### config.mk
export PLATFORM = sky130hd
export DESIGN_NAME = conv_stream_controller
export DESIGN_NICKNAME = d
export VERILOG_FILES = /design/src/rtl/conv_stream_controller.sv
export SDC_FILE = /design/constraint.sdc
export NUM_CORES = 1
export LEC_CHECK = 0
export ABC_AREA = 1
export BUFFER_PORTS_ARGS = -buffer_cell sky130_fd_sc_hd__buf_4
export CAP_MARGIN = 20
export CORE_ASPECT_RATIO = 0.8
export CORE_UTILIZATION = 45
export DETAILED_ROUTE_END_ITERATION = 16
export GPL_ROUTABILITY_DRIVEN = 1
export HOLD_SLACK_MARGIN = 0.1
export PLACE_DENSITY = 0.72
export SYNTH_ARGS = -nofsm -noshare
export SYNTH_HDL_FRONTEND = slang
export SYNTH_SLANG_ARGS = --single-unit
### constraint.sdc
create_clock -name clock_i -period 3.15 [get_ports clock_i]
set_input_delay 0.945 -clock clock_i [delete_from_list [all_inputs] [get_ports clock_i]]
set_output_delay 0.945 -clock clock_i [all_outputs]
set_load 0.03 [all_outputs]
### src/rtl/conv_stream_controller.sv
`default_nettype none
// ============================================================================
// Module      : conv_stream_controller
// Description : Frame sequencer feeding spatial_conv_core from a multi-channel
//               image RAM and serialising kernel results into an output RAM.
// Revision    : 1.0 - initial release
// ============================================================================
module conv_stream_controller #(
    parameter int ADDR_WIDTH  = 16,
    parameter int DATA_WIDTH  = 32,
    parameter int N_ROWS      = 100,
    parameter int N_COLS      = 100,
    parameter int N_CHANNELS  = 3,
    parameter int N_KERNELS   = 1,
    parameter int OUT_SIZE    = 2401,
    parameter int RAM_LATENCY = 1,
    parameter int LAYOUT      = 0
) (
    input  logic                             clock_i,
    input  logic                             reset_ni,
    input  logic                             start_i,
    output logic                             busy_o,
    output logic                             done_o,
    output logic [15:0]                      frame_count_o,
    output logic                             overrun_o,
    output logic [ADDR_WIDTH-1:0]            rd_addr_o,
    input  logic [DATA_WIDTH-1:0]            rd_data_i,
    output logic [N_CHANNELS*DATA_WIDTH-1:0] ch_data_o,
    output logic [N_CHANNELS-1:0]            ch_valid_o,
    input  logic [N_CHANNELS-1:0]            ch_hold_i,
    input  logic [N_KERNELS*DATA_WIDTH-1:0]  res_data_i,
    input  logic [N_KERNELS-1:0]             res_valid_i,
    output logic [ADDR_WIDTH-1:0]            wr_addr_o,
    output logic [DATA_WIDTH-1:0]            wr_data_o,
    output logic                             wr_en_o
);

    localparam int c_N_PIX  = N_ROWS * N_COLS;
    localparam int c_PIX_W  = $clog2(c_N_PIX + 1);
    localparam int c_CH_W   = (N_CHANNELS > 1) ? $clog2(N_CHANNELS) : 1;
    localparam int c_K_W    = (N_KERNELS > 1) ? $clog2(N_KERNELS) : 1;
    localparam int c_IDX_W  = $clog2(OUT_SIZE + 1);

    typedef enum logic [1:0] {
        ST_IDLE   = 2'd0,
        ST_SELECT = 2'd1,
        ST_WAIT   = 2'd2,
        ST_DRAIN  = 2'd3
    } state_t;

    state_t              r_state;
    logic [c_CH_W-1:0]   r_ch;
    logic [2:0]          r_lat;
    logic [c_PIX_W-1:0]  r_pix [N_CHANNELS];

    logic [DATA_WIDTH-1:0] r_buf_data [N_KERNELS];
    logic [N_KERNELS-1:0]  r_buf_mask;
    logic [c_IDX_W-1:0]    r_out_idx [N_KERNELS];

    logic [c_PIX_W-1:0]    w_cur_pix;
    logic                  w_cur_done;
    logic                  w_all_done;
    logic [c_CH_W-1:0]     w_ch_next;
    logic [ADDR_WIDTH-1:0] w_rd_addr;
    logic                  w_frame_start;

    logic [c_K_W-1:0]      w_sel;
    logic [N_KERNELS-1:0]  w_sel_onehot;
    logic                  w_buf_empty;
    logic                  w_accept;
    logic                  w_out_full;
    logic                  w_sel_room;
    logic [ADDR_WIDTH-1:0] w_wr_addr;

    assign w_cur_pix     = r_pix[r_ch];
    assign w_cur_done    = (w_cur_pix == c_PIX_W'(c_N_PIX));
    assign w_ch_next     = (r_ch == c_CH_W'(N_CHANNELS - 1)) ? '0 : r_ch + c_CH_W'(1);
    assign w_frame_start = (r_state == ST_IDLE) && start_i;

    always_comb begin
        w_all_done = 1'b1;
        for (int c = 0; c < N_CHANNELS; c++) begin
            if (r_pix[c] != c_PIX_W'(c_N_PIX)) begin
                w_all_done = 1'b0;
            end
        end
    end

    // Planar: channel-major planes. Interleaved: channels adjacent per pixel.
    always_comb begin
        if (LAYOUT == 0) begin
            w_rd_addr = ADDR_WIDTH'(r_ch) * ADDR_WIDTH'(c_N_PIX) + ADDR_WIDTH'(w_cur_pix);
        end else begin
            w_rd_addr = ADDR_WIDTH'(w_cur_pix) * ADDR_WIDTH'(N_CHANNELS) + ADDR_WIDTH'(r_ch);
        end
    end

    always_ff @(posedge clock_i or negedge reset_ni) begin
        if (!reset_ni) begin
            r_state       <= ST_IDLE;
            r_ch          <= '0;
            r_lat         <= '0;
            rd_addr_o     <= '0;
            ch_data_o     <= '0;
            ch_valid_o    <= '0;
            busy_o        <= 1'b0;
            done_o        <= 1'b0;
            frame_count_o <= '0;
            for (int c = 0; c < N_CHANNELS; c++) begin
                r_pix[c] <= '0;
            end
        end else begin
            ch_valid_o <= '0;
            done_o     <= 1'b0;
            case (r_state)
                ST_IDLE: begin
                    if (start_i) begin
                        r_state <= ST_SELECT;
                        r_ch    <= '0;
                        busy_o  <= 1'b1;
                        for (int c = 0; c < N_CHANNELS; c++) begin
                            r_pix[c] <= '0;
                        end
                    end
                end
                ST_SELECT: begin
                    if (w_all_done) begin
                        r_state <= ST_DRAIN;
                    end else if (w_cur_done || ch_hold_i[r_ch]) begin
                        r_ch <= w_ch_next;
                    end else begin
                        rd_addr_o <= w_rd_addr;
                        r_lat     <= 3'(RAM_LATENCY - 1);
                        r_state   <= ST_WAIT;
                    end
                end
                ST_WAIT: begin
                    if (r_lat == 3'd0) begin
                        ch_data_o[r_ch*DATA_WIDTH +: DATA_WIDTH] <= rd_data_i;
                        ch_valid_o[r_ch] <= 1'b1;
                        r_pix[r_ch]      <= w_cur_pix + c_PIX_W'(1);
                        r_ch             <= w_ch_next;
                        r_state          <= ST_SELECT;
                    end else begin
                        r_lat <= r_lat - 3'd1;
                    end
                end
                ST_DRAIN: begin
                    if (w_out_full && w_buf_empty) begin
                        done_o        <= 1'b1;
                        frame_count_o <= frame_count_o + 16'd1;
                        busy_o        <= 1'b0;
                        r_state       <= ST_IDLE;
                    end
                end
                default: r_state <= ST_IDLE;
            endcase
        end
    end

    // Lowest pending kernel drains first.
    always_comb begin
        w_sel = '0;
        for (int k = N_KERNELS - 1; k >= 0; k--) begin
            if (r_buf_mask[k]) begin
                w_sel = c_K_W'(k);
            end
        end
        w_sel_onehot = r_buf_mask & (~r_buf_mask + N_KERNELS'(1));
    end

    always_comb begin
        w_out_full = 1'b1;
        for (int k = 0; k < N_KERNELS; k++) begin
            if (r_out_idx[k] != c_IDX_W'(OUT_SIZE)) begin
                w_out_full = 1'b0;
            end
        end
    end

    assign w_buf_empty = (r_buf_mask == '0);
    // Buffer frees this cycle if nothing remains after the current drain.
    assign w_accept    = ((r_buf_mask & ~w_sel_onehot) == '0);
    assign w_sel_room  = (r_out_idx[w_sel] != c_IDX_W'(OUT_SIZE));
    assign w_wr_addr   = ADDR_WIDTH'(w_sel) * ADDR_WIDTH'(OUT_SIZE) + ADDR_WIDTH'(r_out_idx[w_sel]);

    always_ff @(posedge clock_i or negedge reset_ni) begin
        if (!reset_ni) begin
            r_buf_mask <= '0;
            wr_en_o    <= 1'b0;
            wr_addr_o  <= '0;
            wr_data_o  <= '0;
            overrun_o  <= 1'b0;
            for (int k = 0; k < N_KERNELS; k++) begin
                r_buf_data[k] <= '0;
                r_out_idx[k]  <= '0;
            end
        end else begin
            wr_en_o <= 1'b0;
            if (!w_buf_empty && w_sel_room) begin
                wr_en_o          <= 1'b1;
                wr_addr_o        <= w_wr_addr;
                wr_data_o        <= r_buf_data[w_sel];
                r_out_idx[w_sel] <= r_out_idx[w_sel] + c_IDX_W'(1);
            end
            if ((|res_valid_i) && w_accept) begin
                r_buf_mask <= res_valid_i;
                for (int k = 0; k < N_KERNELS; k++) begin
                    r_buf_data[k] <= res_data_i[k*DATA_WIDTH +: DATA_WIDTH];
                end
            end else begin
                r_buf_mask <= r_buf_mask & ~w_sel_onehot;
                if (|res_valid_i) begin
                    overrun_o <= 1'b1;
                end
            end
            if (w_frame_start) begin
                for (int k = 0; k < N_KERNELS; k++) begin
                    r_out_idx[k] <= '0;
                end
            end
        end
    end

endmodule
`default_nettype wire

==> results of run 1 <==
-- flip-flops by register name, summed over array words and instances (netlist names) --
| signal | flops |
|---|---|
| ch_data_o | 96 |
| r_pix | 42 |
| r_buf_data | 32 |
| wr_data_o | 32 |
| frame_count_o | 16 |
| rd_addr_o | 16 |
| r_out_idx | 12 |
| wr_addr_o | 12 |
| ch_valid_o | 3 |
| r_lat | 3 |
| r_ch | 2 |
| r_state | 2 |
| busy_o | 1 |
| done_o | 1 |
| r_buf_mask | 1 |
| wr_en_o | 1 |
-- cells in the final DEF (no fill, tap or decap), types with 4 or more instances in the layout --
| cell | instances |
|---|---|
| nand3_1 | 113 |
| nor2_2 | 7 |
| inv_1 | 152 |
| conb_1 | 5 |
| nand2_2 | 11 |
| nor2_1 | 81 |
| nand4_1 | 60 |
| clkbuf_16 | 28 |
| buf_12 | 4 |
| clkbuf_8 | 5 |
| xor2_1 | 15 |
| o21ai_1 | 9 |
| dfrtp_1 | 272 |
| clkinv_2 | 5 |
| xnor2_1 | 11 |
| bufinv_16 | 7 |
| nand2_1 | 414 |
| o31ai_1 | 16 |
| a21oi_1 | 21 |
| o21ai_0 | 171 |
| nor3_1 | 17 |
| ha_1 | 26 |
| buf_4 | 267 |
| o22ai_1 | 15 |
| inv_2 | 4 |
-- metrics by stage --
stage | instances | utilization | setup WS, ns | hold slack [ns] | cell area, sq um
after floorplan | 1522 | - | 0.768 | 0.442 | 12800
after global placement | 2088 | 0.544 | 0.478 | 0.457 | 15000
after detailed placement | 2088 | 0.544 | 0.401 | 0.464 | 15000
after CTS | 2140 | 0.583 | 0.345 | 0.329 | 16100
after global routing | 2140 | 0.583 | 0.0287 | 0.358 | 16100
final | 2140 | 0.583 | 0.341 | 0.311 | 16100
-- how the worst min path moves through the flow --
stage                          from                         to  slack (ns)  cells after the start
6_report                   reset_ni  ch_data_o[59]$_DFFE_PN0P_        0.31                      1
5_1_grt                    reset_ni    ch_valid_o[2]$_DFF_PN0_        0.36                      1
4_1_cts                    reset_ni  ch_data_o[36]$_DFFE_PN0P_        0.33                      1
3_5_place_dp   r_lat[2]$_DFFE_PN0P_       r_lat[2]$_DFFE_PN0P_        0.46                      2
3_3_place_gp   r_lat[1]$_DFFE_PN0P_       r_lat[1]$_DFFE_PN0P_        0.46                      2
2_1_floorplan  r_lat[1]$_DFFE_PN0P_       r_lat[1]$_DFFE_PN0P_        0.44                      2
-- metal layers --
metal | wire length, um | up-vias | global-route usage | share of wire
met1 | 16600 | 5440 | 0.377 | 0.46
met4 | 894 | 0 | 0.0670 | 0.025
met3 | 2990 | 62 | 0.0576 | 0.083
li1 | - | 5423 | - | -
met5 | 0 | - | 0 | 0
met2 | 15700 | 438 | 0.366 | 0.43
-- final cells by class --
| cell class | count | share of cell area |
|---|---|---|
| multi-input cells | 1023 | 0.314 |
| repair buffers | 272 | 0.131 |
| well taps | 364 | 0.0283 |
| clock buffers | 35 | 0.0483 |
| clock inverters | 17 | 0.0185 |
| flip-flops and latches | 272 | 0.423 |
| inverters | 157 | 0.0368 |
-- power breakdown --
| part | internal (mW) | total [mW] | switching (mW) |
|---|---|---|---|
| logic | 1.95 | 6.59 | 4.64 |
| clock network | 2.34 | 3.82 | 1.48 |
| registers | 4.28 | 4.76 | 0.481 |
-- logic make-up (layout without fill, tap and decap cells) --
group,Yosys count,count (layout)
buffers and inverters,227,481
AO/OA/AOI/OAI,249,249
other,1,5
AND/OR/NAND/NOR,716,716
XOR/XNOR,26,26
adder cells (fa/ha/maj),27,27
flip-flops,272,272
==> metrics.md, run 1 <==
| Metric | Value |
|---|---|
| Delay-heaviest family, CP | adder cells |
| Post-CTS setup repair buffer count | 0 |
| Die Ht | approximately 150 um |
| Worst slew pin tran | approximately 0.60 ns |
| Gates resized, CTS repair | 0 |
| Inserted Diodes | 0 |
| Total global-route track usage | 0.252 |
| Placeable core area | 27600 sq um |
| Worst vdd ir | 0.000520 V |
| CTS tree | done |
| Fillers | approximately 2.4k |
| Main combinational cell family by area after synthesis | simple AND/OR/NAND/NOR gates |
| Num CTS Buffers | 28 |
| Syn Inst Count | 1518 |
| Final Hold Vio Count | 0 |
| Number of global-route vias before repair | between 10k and 15k |
| Via-to-Cell Ratio | 5.31 |
| Pwr/cell area | 944 nW/um^2 |
| Adder-cell area share of the yosys netlist | 0.0271 |
| Ys Warns | 0 |
| Area of the multi-input gates | 5050 sq um |
| CP Depth | 13 |
| Run status | complete, no violations |
| Synth area leaders | dfrtp_1 53%, nand2_1 12%, o21ai_0 6.7% |
| Total power | 15.2 mW |
| Critical path endpoint | rd_addr_o[13]$_DFFE_PN0P_ |
| TritonRoute pass-1 iters | 5 |
| Crit path DAT | 3.29 ns |
| Port Buffer Count | 248 |
| First-pass GRT wire length | 59000 um |
| Xor and xnor area share after synthesis | 0.0179 |
| Synthesis-to-finish area growth | 26.1% |
| Initial core utilization | 0.463 |
| Post-cts hold buffer count | 0 |
| Worst slew margin | 0.596 |
| Critical Path Fanout Max | 19 |
| DRT Wirelength | between 30000 and 40000 um |
| Crit path launch | r_ch[1]$_DFFE_PN0P_ |
| Post-synth top cells | 416 x nand2_1, 272 x dfrtp_1, 171 x o21ai_0 |
| FF-to-FF path depth | 13 |
| WS Path Type | reg2reg |
| Clock Tree Buf Depth | 3 |
| Reg-to-reg startpoint | r_ch[1]$_DFFE_PN0P_ |
| DP HPWL | approximately 25000 um |
| Synth Area in Compound Gates | 0.106 |
| Hold Crit Class | in2async |
| Seq/Total Area, Yosys | 0.534 |
| Chip width | 190 um |
| Fraction of synthesis flops using an asynchronous set or reset pin | 1.00 |
| Register area | 6810 sq um |
| Drt initial violations | 1092 |
| Largest net degree at the start of global routing | 81 |
| Critical path's slowest cell | dfrtp_1 |
| IO Count | approximately 250 |
| Post-synth top area share | 0.534 |
| Final #Nets | 1852 |
| Worst-path cell chain | inv_2 > ha_1 > ha_1 > nand2_1 > inv_1 > nand3_1 > o21ai_0 > nand2_1 > nand2_1 > nand2_1 > nand2_1 > nand2_1 > nand2_1 |
| Worst setup SP type | flip-flop |
| Required time worst endpoint | 3.63 ns |
| Flops & latches, synth | 272 |
| Worst-skew pair later-pin latency | 0.58 ns |
| Simple-Gate Fraction of Synth Area | 0.243 |
| # DRC | 0 |
| Final RePlAce weighted congestion | between 0.9 and 1 |
| CP peak stage delay | between 0.6 and 0.7 ns |
| Unique masters post-synth | 47 |
| Antenna violations before repair | 0 |
| Worst Path Buf+Inv | 2 |
| Layout cells sized above 1 | 0.200 |
| CP endpoint kind | flip-flop |
| Max-cap violations | 0 |
| Drt wl/cell | roughly 17 um |
| Lkg Pwr | ~8.1 nW |
| Final ANT Viol Nets | 0 |
| Reg2reg setup slack | 0.34 ns |
| RSZ-0062 raised after global routing | no |
| Final Slew Violations | 0 |
| Post-synth EDFFs | 0 |
| Syn avg cell area | roughly 8.4 sq um |
| Clk_skew | 0.0402 ns |
| Final setup violation count | 0 |
| Syn Std Cell Area | 12700 sq um |
| Die area | 29000 sq um |
| Remaining global-route overflow | 0 |
| CTS clock-pin slew for the worst setup and hold paths | approximately 0.070 ns |
| Multiplexer share of the synthesized area | 0 |
| Most used cell, CP | nand2_1 |
| Max Fclk | 356 MHz |
| Count leader, synth | nand2_1 |
| Final Critical Period | between 2 and 3 ns |
| CTS H-tree depth | 1 |
| Site Rows | 54 |
| Via count | 11.4k |
| Predominant post-synthesis flop cell | dfrtp_1 |
| Setup_tns | 0 ns |
| Area leader, netlist | dfrtp_1 |
| Clock Root Buffer | clkbuf_16 |
| Clock sinks | 272 |
| R2r endpoint | rd_addr_o[13]$_DFFE_PN0P_ |
| Ratio of final minimum period to clock period | 0.892 |
No activity file was read; power rests on OpenSTA's default activity.
==> inputs of run 2 (changes only) <==
Settings changed: CORE_MARGIN from default to 2.
==> run 2 against run 1 <==
Against the previous run:
- routed wire length fell by 1.9%
- cell count increased by 0.19%
- die area up 2.4%
- hold slack improved by 0.030 ns
- global-route usage decreased by 1.3 points
- via count is 0.50% higher
- critical path type unchanged
- largest cell class unchanged
- highest routed layer unchanged
==> metrics.md, run 2 (synthesis gave the netlist of run 1 again) <==
| Metric | Value |
|---|---|
| Run status | complete, no violations |
| Ratio of final minimum period to clock period | 0.885 |
| FF-to-FF path depth | 15 |
| Max-cap violations | 0 |
| Die Ht | 155 um |
| Placeable core area | 28100 sq um |
| Num CTS Buffers | 28 |
| Critical path's slowest cell | dfrtp_1 |
| Placed insts | 2092 |
| DP HPWL | 25100 um |
| CP peak stage delay | 0.65 ns |
| Hold Crit Class | in2async |
| First-pass GRT wire length | ~57000 um |
| CP Depth | 15 |
| Inserted Diodes | 0 |
| Largest net degree at the start of global routing | 66 |
| Worst Path Buf+Inv | 3 |
| Port Buffer Count | 248 |
| Clock sinks | 272 |
| CTS H-tree depth | 1 |
| Number of global-route vias before repair | 10.9k |
| Met3 wire len | 2960 um |
| Final setup violation count | 0 |
| Synthesis-to-finish area growth | 25.7% |
| CTS tree | done |
| Antenna violations before repair | 0 |
| Post-cts hold buffer count | 0 |
| Final Slew Violations | 0 |
| Total global-route track usage | 0.239 |
| Clock Root Buffer | clkbuf_16 |
| Most frequent cells in the layout | 414 x nand2_1, 272 x dfrtp_1, 264 x buf_4 |
| Final #Nets | 1850 |
| Worst vdd ir | 0.000654 V |
| # DRC | 0 |
| Clk_skew | 0.0327 ns |
| DRT Wirelength | roughly 36000 um |
| Pwr/cell area | 932 nW/um^2 |
| RSZ-0062 raised after global routing | no |
| Worst setup SP type | flip-flop |
| WS Path Type | reg2reg |
| Final RePlAce weighted congestion | around 0.92 |
| CTS clock-pin slew for the worst setup and hold paths | 0.07 ns |
| Required time worst endpoint | 3.63 ns |
| Via-to-Cell Ratio | 5.33 |
| Post-route insts no fill | about 2.1k |
| Total power | 14.9 mW |
| WHS | 0.341 ns |
| Commonest non-fill, non-tap cell in the layout | nand2_1 |
| Lkg Pwr | about 8.1 nW |
| Worst slew pin tran | 0.560 ns |
| M1 wire length | 16600 um |
| Worst-skew pair later-pin latency | 0.57 ns |
| Crit path DAT | 3.26 ns |
| Clock Tree Buf Depth | 3 |
| Remaining global-route overflow | 0 |
| Layout cells sized above 1 | 0.199 |
| Max Fclk | 359 MHz |
| Top sig layer | met4 |
| Setup_tns | 0 ns |
| Most used cell, CP | nand2_1 |
| Cell area after layout | 16000 sq um |
| Area after DPL | 15000 sq um |
| Die area | 29700 sq um |
| IO Count | approximately 250 |
| Most flops, register | ch_data_o |
| TritonRoute pass-1 iters | 5 |
| Regs by FF count | ch_data_o: 96 flops, r_pix: 42 flops |
| CP endpoint kind | flip-flop |
| Chip width | around 190 um |
| Drt initial violations | 1040 |
| Worst slew margin | 0.626 |
| Drt wl/cell | 16.6 um |
| Final Hold Vio Count | 0 |
| Site Rows | 55 |
| Initial core utilization | 0.454 |
| Final ANT Viol Nets | 0 |
| Via count | 11.4k |
| Routed wl met2 | 15000 um |
| Post-CTS setup repair buffer count | 0 |
| Final Critical Period | 2.79 ns |
| Max FFs per register | 96 |
| Worst-path cell chain | inv_2 > buf_4 > nand3_1 > nand2_2 > ha_1 > nand2_1 > inv_1 > nand3_1 > o21ai_0 > nand2_1 > nand2_1 > nand2_1 > nand2_1 > nand2_1 > nand2_1 |
| Critical Path Fanout Max | 16 |
| Gates resized, CTS repair | 0 |
| Delay-heaviest family, CP | simple AND/OR/NAND/NOR gates |
-- run 2: layout make-up --
cell class	instances	area, sq um
flip-flops and latches	272	6810
fillers	2529	12100
multi-input cells	1023	5050
well taps	370	463
clock inverters	14	205
clock buffers	38	808
inverters	157	592
repair buffers	270	2100
-- run 2: worst reg2reg max path, delay by kind of cell (launching register included) --
kind,cells,cell delay [ns]
compound gates,1,0.30
fa+ha+maj,1,0.35
buf+inv,3,0.57
flops,1,0.65
simple gates,10,0.85
-- run 2: through the flow --
step | worst slack (ns) | utilization
final | 0.362 | 0.571
after global routing | 0.137 | 0.571
after CTS | 0.410 | 0.571
after detailed placement | 0.434 | 0.535
after global placement | 0.582 | 0.535
after floorplan | 0.768 | -
-- run 2: metal layers --
layer,up-vias,global-route usage
li1,5431,-
met1,5426,0.368
met2,488,0.341
met3,75,0.0465
met4,0,0.0691
met5,-,0
-- run 2: final timing paths --
kind	start	endpoint	slack, ns
setup reg to reg	r_ch[1]$_DFFE_PN0P_	rd_addr_o[13]$_DFFE_PN0P_	0.36
hold / removal	reset_ni	ch_data_o[88]$_DFFE_PN0P_	0.34
min in group clock_i	r_lat[1]$_DFFE_PN0P_	r_lat[1]$_DFFE_PN0P_	0.48
max in group asynchronous	reset_ni	wr_data_o[20]$_DFFE_PN0P_	2.09
setup / recovery	r_ch[1]$_DFFE_PN0P_	rd_addr_o[13]$_DFFE_PN0P_	0.36
hold reg to reg	r_lat[1]$_DFFE_PN0P_	r_lat[1]$_DFFE_PN0P_	0.48
-- run 2: where the power goes --
| group | switching (mW) | total, mW | internal [mW] |
|---|---|---|---|
| Combinational | 4.63 | 6.59 | 1.97 |
| Clock | 1.43 | 3.57 | 2.14 |
| Sequential | 0.478 | 4.76 | 4.28 |
| Total | 6.54 | 14.9 | 8.39 |
==> inputs of run 3 (changes only) <==
Settings changed: CORE_UTILIZATION 45 to 55, PLACE_DENSITY 0.72 to 0.85.
Clock period 3.15 ns to 2.8 ns, I/O delays scaled along.
==> run 3 against run 2 <==
Against the previous run:
- total power grew 13%
- die area shrank 18%
- via count grew 3.2%
- critical path depth shrank 4
- non-clock buffer count grew 12
- clock skew shrank 0.024 ns
- critical path type unchanged
==> metrics.md, run 3 (synthesis gave the netlist of run 1 again) <==
| Metric | Value |
|---|---|
| Run status | complete, no violations |
| Gates resized, CTS repair | 0 |
| Final Hold Vio Count | 0 |
| Final Slew Violations | 0 |
| Drt initial violations | 1072 |
| Clock sinks | between 200 and 300 |
| Drt wl/cell | 17.4 um |
| Number of global-route vias before repair | 11.3k |
| CP endpoint kind | flip-flop |
| Die Ht | 140 um |
| Initial core utilization | 0.564 |
| Clk_skew | 0.00852 ns |
| Max FFs per register | 96 |
| DRT Wirelength | ~36000 um |
| CTS H-tree depth | 1 |
| WS Path Type | reg2reg |
| IO Count | 254 |
| R2r endpoint | rd_addr_o[15]$_DFFE_PN0P_ |
| Port Buffer Count | 248 |
| TritonRoute pass-1 iters | 5 |
| Crit path DAT | 2.96 ns |
| Area of the multi-input gates | 5050 sq um |
| Top sig layer | met4 |
| Clock Tree Buf Depth | 3 |
| Max Fclk | 398 MHz |
| Total global-route track usage | 0.298 |
| CTS tree | done |
| Post-route insts no fill | 2090 |
| Layout cells sized above 1 | 0.201 |
| Ratio of final minimum period to clock period | 0.896 |
| Post-route setup slack | 0.290 ns |
| Placeable core area | 22600 sq um |
| Final Critical Period | 2.51 ns |
| Fillers | 1676 |
| Inserted Diodes | 0 |
| Antenna violations before repair | 0 |
| Most flops, register | ch_data_o |
| Regs by FF count | ch_data_o: 96 flops, r_pix: 42 flops |
| Util after Layout | 0.708 |
| RSZ-0062 raised after global routing | no |
| WHS | 0.225 ns |
| Max-cap violations | 0 |
| Die area | 24400 sq um |
| Site Rows | roughly 50 |
| Critical path endpoint | rd_addr_o[15]$_DFFE_PN0P_ |
| Post-CTS setup repair buffer count | 0 |
| Register area | 6810 sq um |
| Commonest non-fill, non-tap cell in the layout | nand2_1 |
| Reg2reg setup slack | between 0.2 and 0.3 ns |
| Final ANT Viol Nets | 0 |
| Via count | 11.8k |
| # DRC | 0 |
| Met3 wire len | ~3400 um |
| Via-to-Cell Ratio | 5.64 |
| Crit path launch | r_ch[0]$_DFFE_PN0P_ |
| Reg-to-reg startpoint | r_ch[0]$_DFFE_PN0P_ |
| Placement Setup Slack | 0.347 ns |
| Placed insts | 2040 |
| Worst vdd ir | 0.000740 V |
| Final RePlAce weighted congestion | just under 1 |
| Chip width | ~170 um |
| Worst slew margin | 0.632 |
| Critical Path Fanout Max | 27 |
| Remaining global-route overflow | 0 |
| Synthesis-to-finish area growth | 25.6% |
| Pwr/cell area | 1050 nW/um^2 |
| Worst-skew pair later-pin latency | around 0.56 ns |
| CTS clock-pin slew for the worst setup and hold paths | 0.06 ns |
| M1 wire length | 15900 um |
| First-pass GRT wire length | 58900 um |
| Lkg Pwr | 8.13 nW |
| Hold Crit Class | in2async |
| Final setup violation count | 0 |
| Worst setup SP type | flip-flop |
| Setup_tns | 0 ns |
| Most frequent cells in the layout | 415 x nand2_1, 275 x buf_4, 272 x dfrtp_1 |
| DP HPWL | 25500 um |
| Largest net degree at the start of global routing | between 60 and 70 |
| Worst slew pin tran | approximately 0.55 ns |
| FF-to-FF path depth | 11 |
| Post-cts hold buffer count | 0 |
| Required time worst endpoint | ~3.3 ns |
| Routed wl met2 | 16000 um |
| Clock Root Buffer | clkbuf_16 |
| Final #Nets | 1862 |
| Num CTS Buffers | 28 |
==> run 3: how the worst min path moves through the flow <==
stage / from / to / slack [ns] / depth (start not counted)
2_1_floorplan: r_lat[1]$_DFFE_PN0P_ / r_lat[1]$_DFFE_PN0P_ / 0.44 / 2
3_3_place_gp: r_lat[1]$_DFFE_PN0P_ / r_lat[1]$_DFFE_PN0P_ / 0.46 / 2
3_5_place_dp: r_lat[2]$_DFFE_PN0P_ / r_lat[2]$_DFFE_PN0P_ / 0.47 / 2
4_1_cts: reset_ni / ch_data_o[88]$_DFFE_PN0P_ / 0.24 / 1
5_1_grt: reset_ni / ch_data_o[89]$_DFFE_PN0P_ / 0.27 / 1
6_report: reset_ni / ch_data_o[88]$_DFFE_PN0P_ / 0.23 / 1
==> run 3: critical path, cell delays in order (launching register included) <==
cell	delay [ns]
dfrtp_1	0.36
buf_4	0.32
nand2_1	0.09
a31oi_1	0.32
inv_1	0.14
ha_1	0.39
a21oi_1	0.26
nor2_1	0.07
a211oi_1	0.22
o31ai_1	0.11
nand2_1	0.08
nand2_1	0.04
==> run 3: metrics by stage <==
step / power (mW) / instance area, sq um
global placement: 12.7 / 15000
global route: 17.7 / 16000
detailed placement: 12.8 / 15000
finish: 16.8 / 16000
CTS: 16.8 / 16000
floorplan: 10.0 / 12800
==> run 3: power breakdown <==
group / internal (mW) / total, mW / switching, mW / leakage [nW]
sequential: 4.82 / 5.34 / 0.522 / 3.49
combinational: 2.30 / 7.59 / 5.29 / 4.16
clock: 2.36 / 3.90 / 1.54 / 0.480
total: 9.48 / 16.8 / 7.35 / 8.13
==> run 3: cell type report <==
class                      instances  area share
timing repair buffer             282       0.137
multi-input combinational       1023       0.315
clock inverter                     6     0.00813
clock buffer                      44      0.0531
sequential                       272       0.425
inverter                         157      0.0370
tap                              306      0.0239
==> run 3: routing by layer <==
| layer | GRT usage | vias up |
|---|---|---|
| met3 | 0.0622 | 92 |
| met1 | 0.440 | 5627 |
| met4 | 0.0907 | 0 |
| li1 | - | 5453 |
| met5 | 0 | - |
| met2 | 0.446 | 608 |
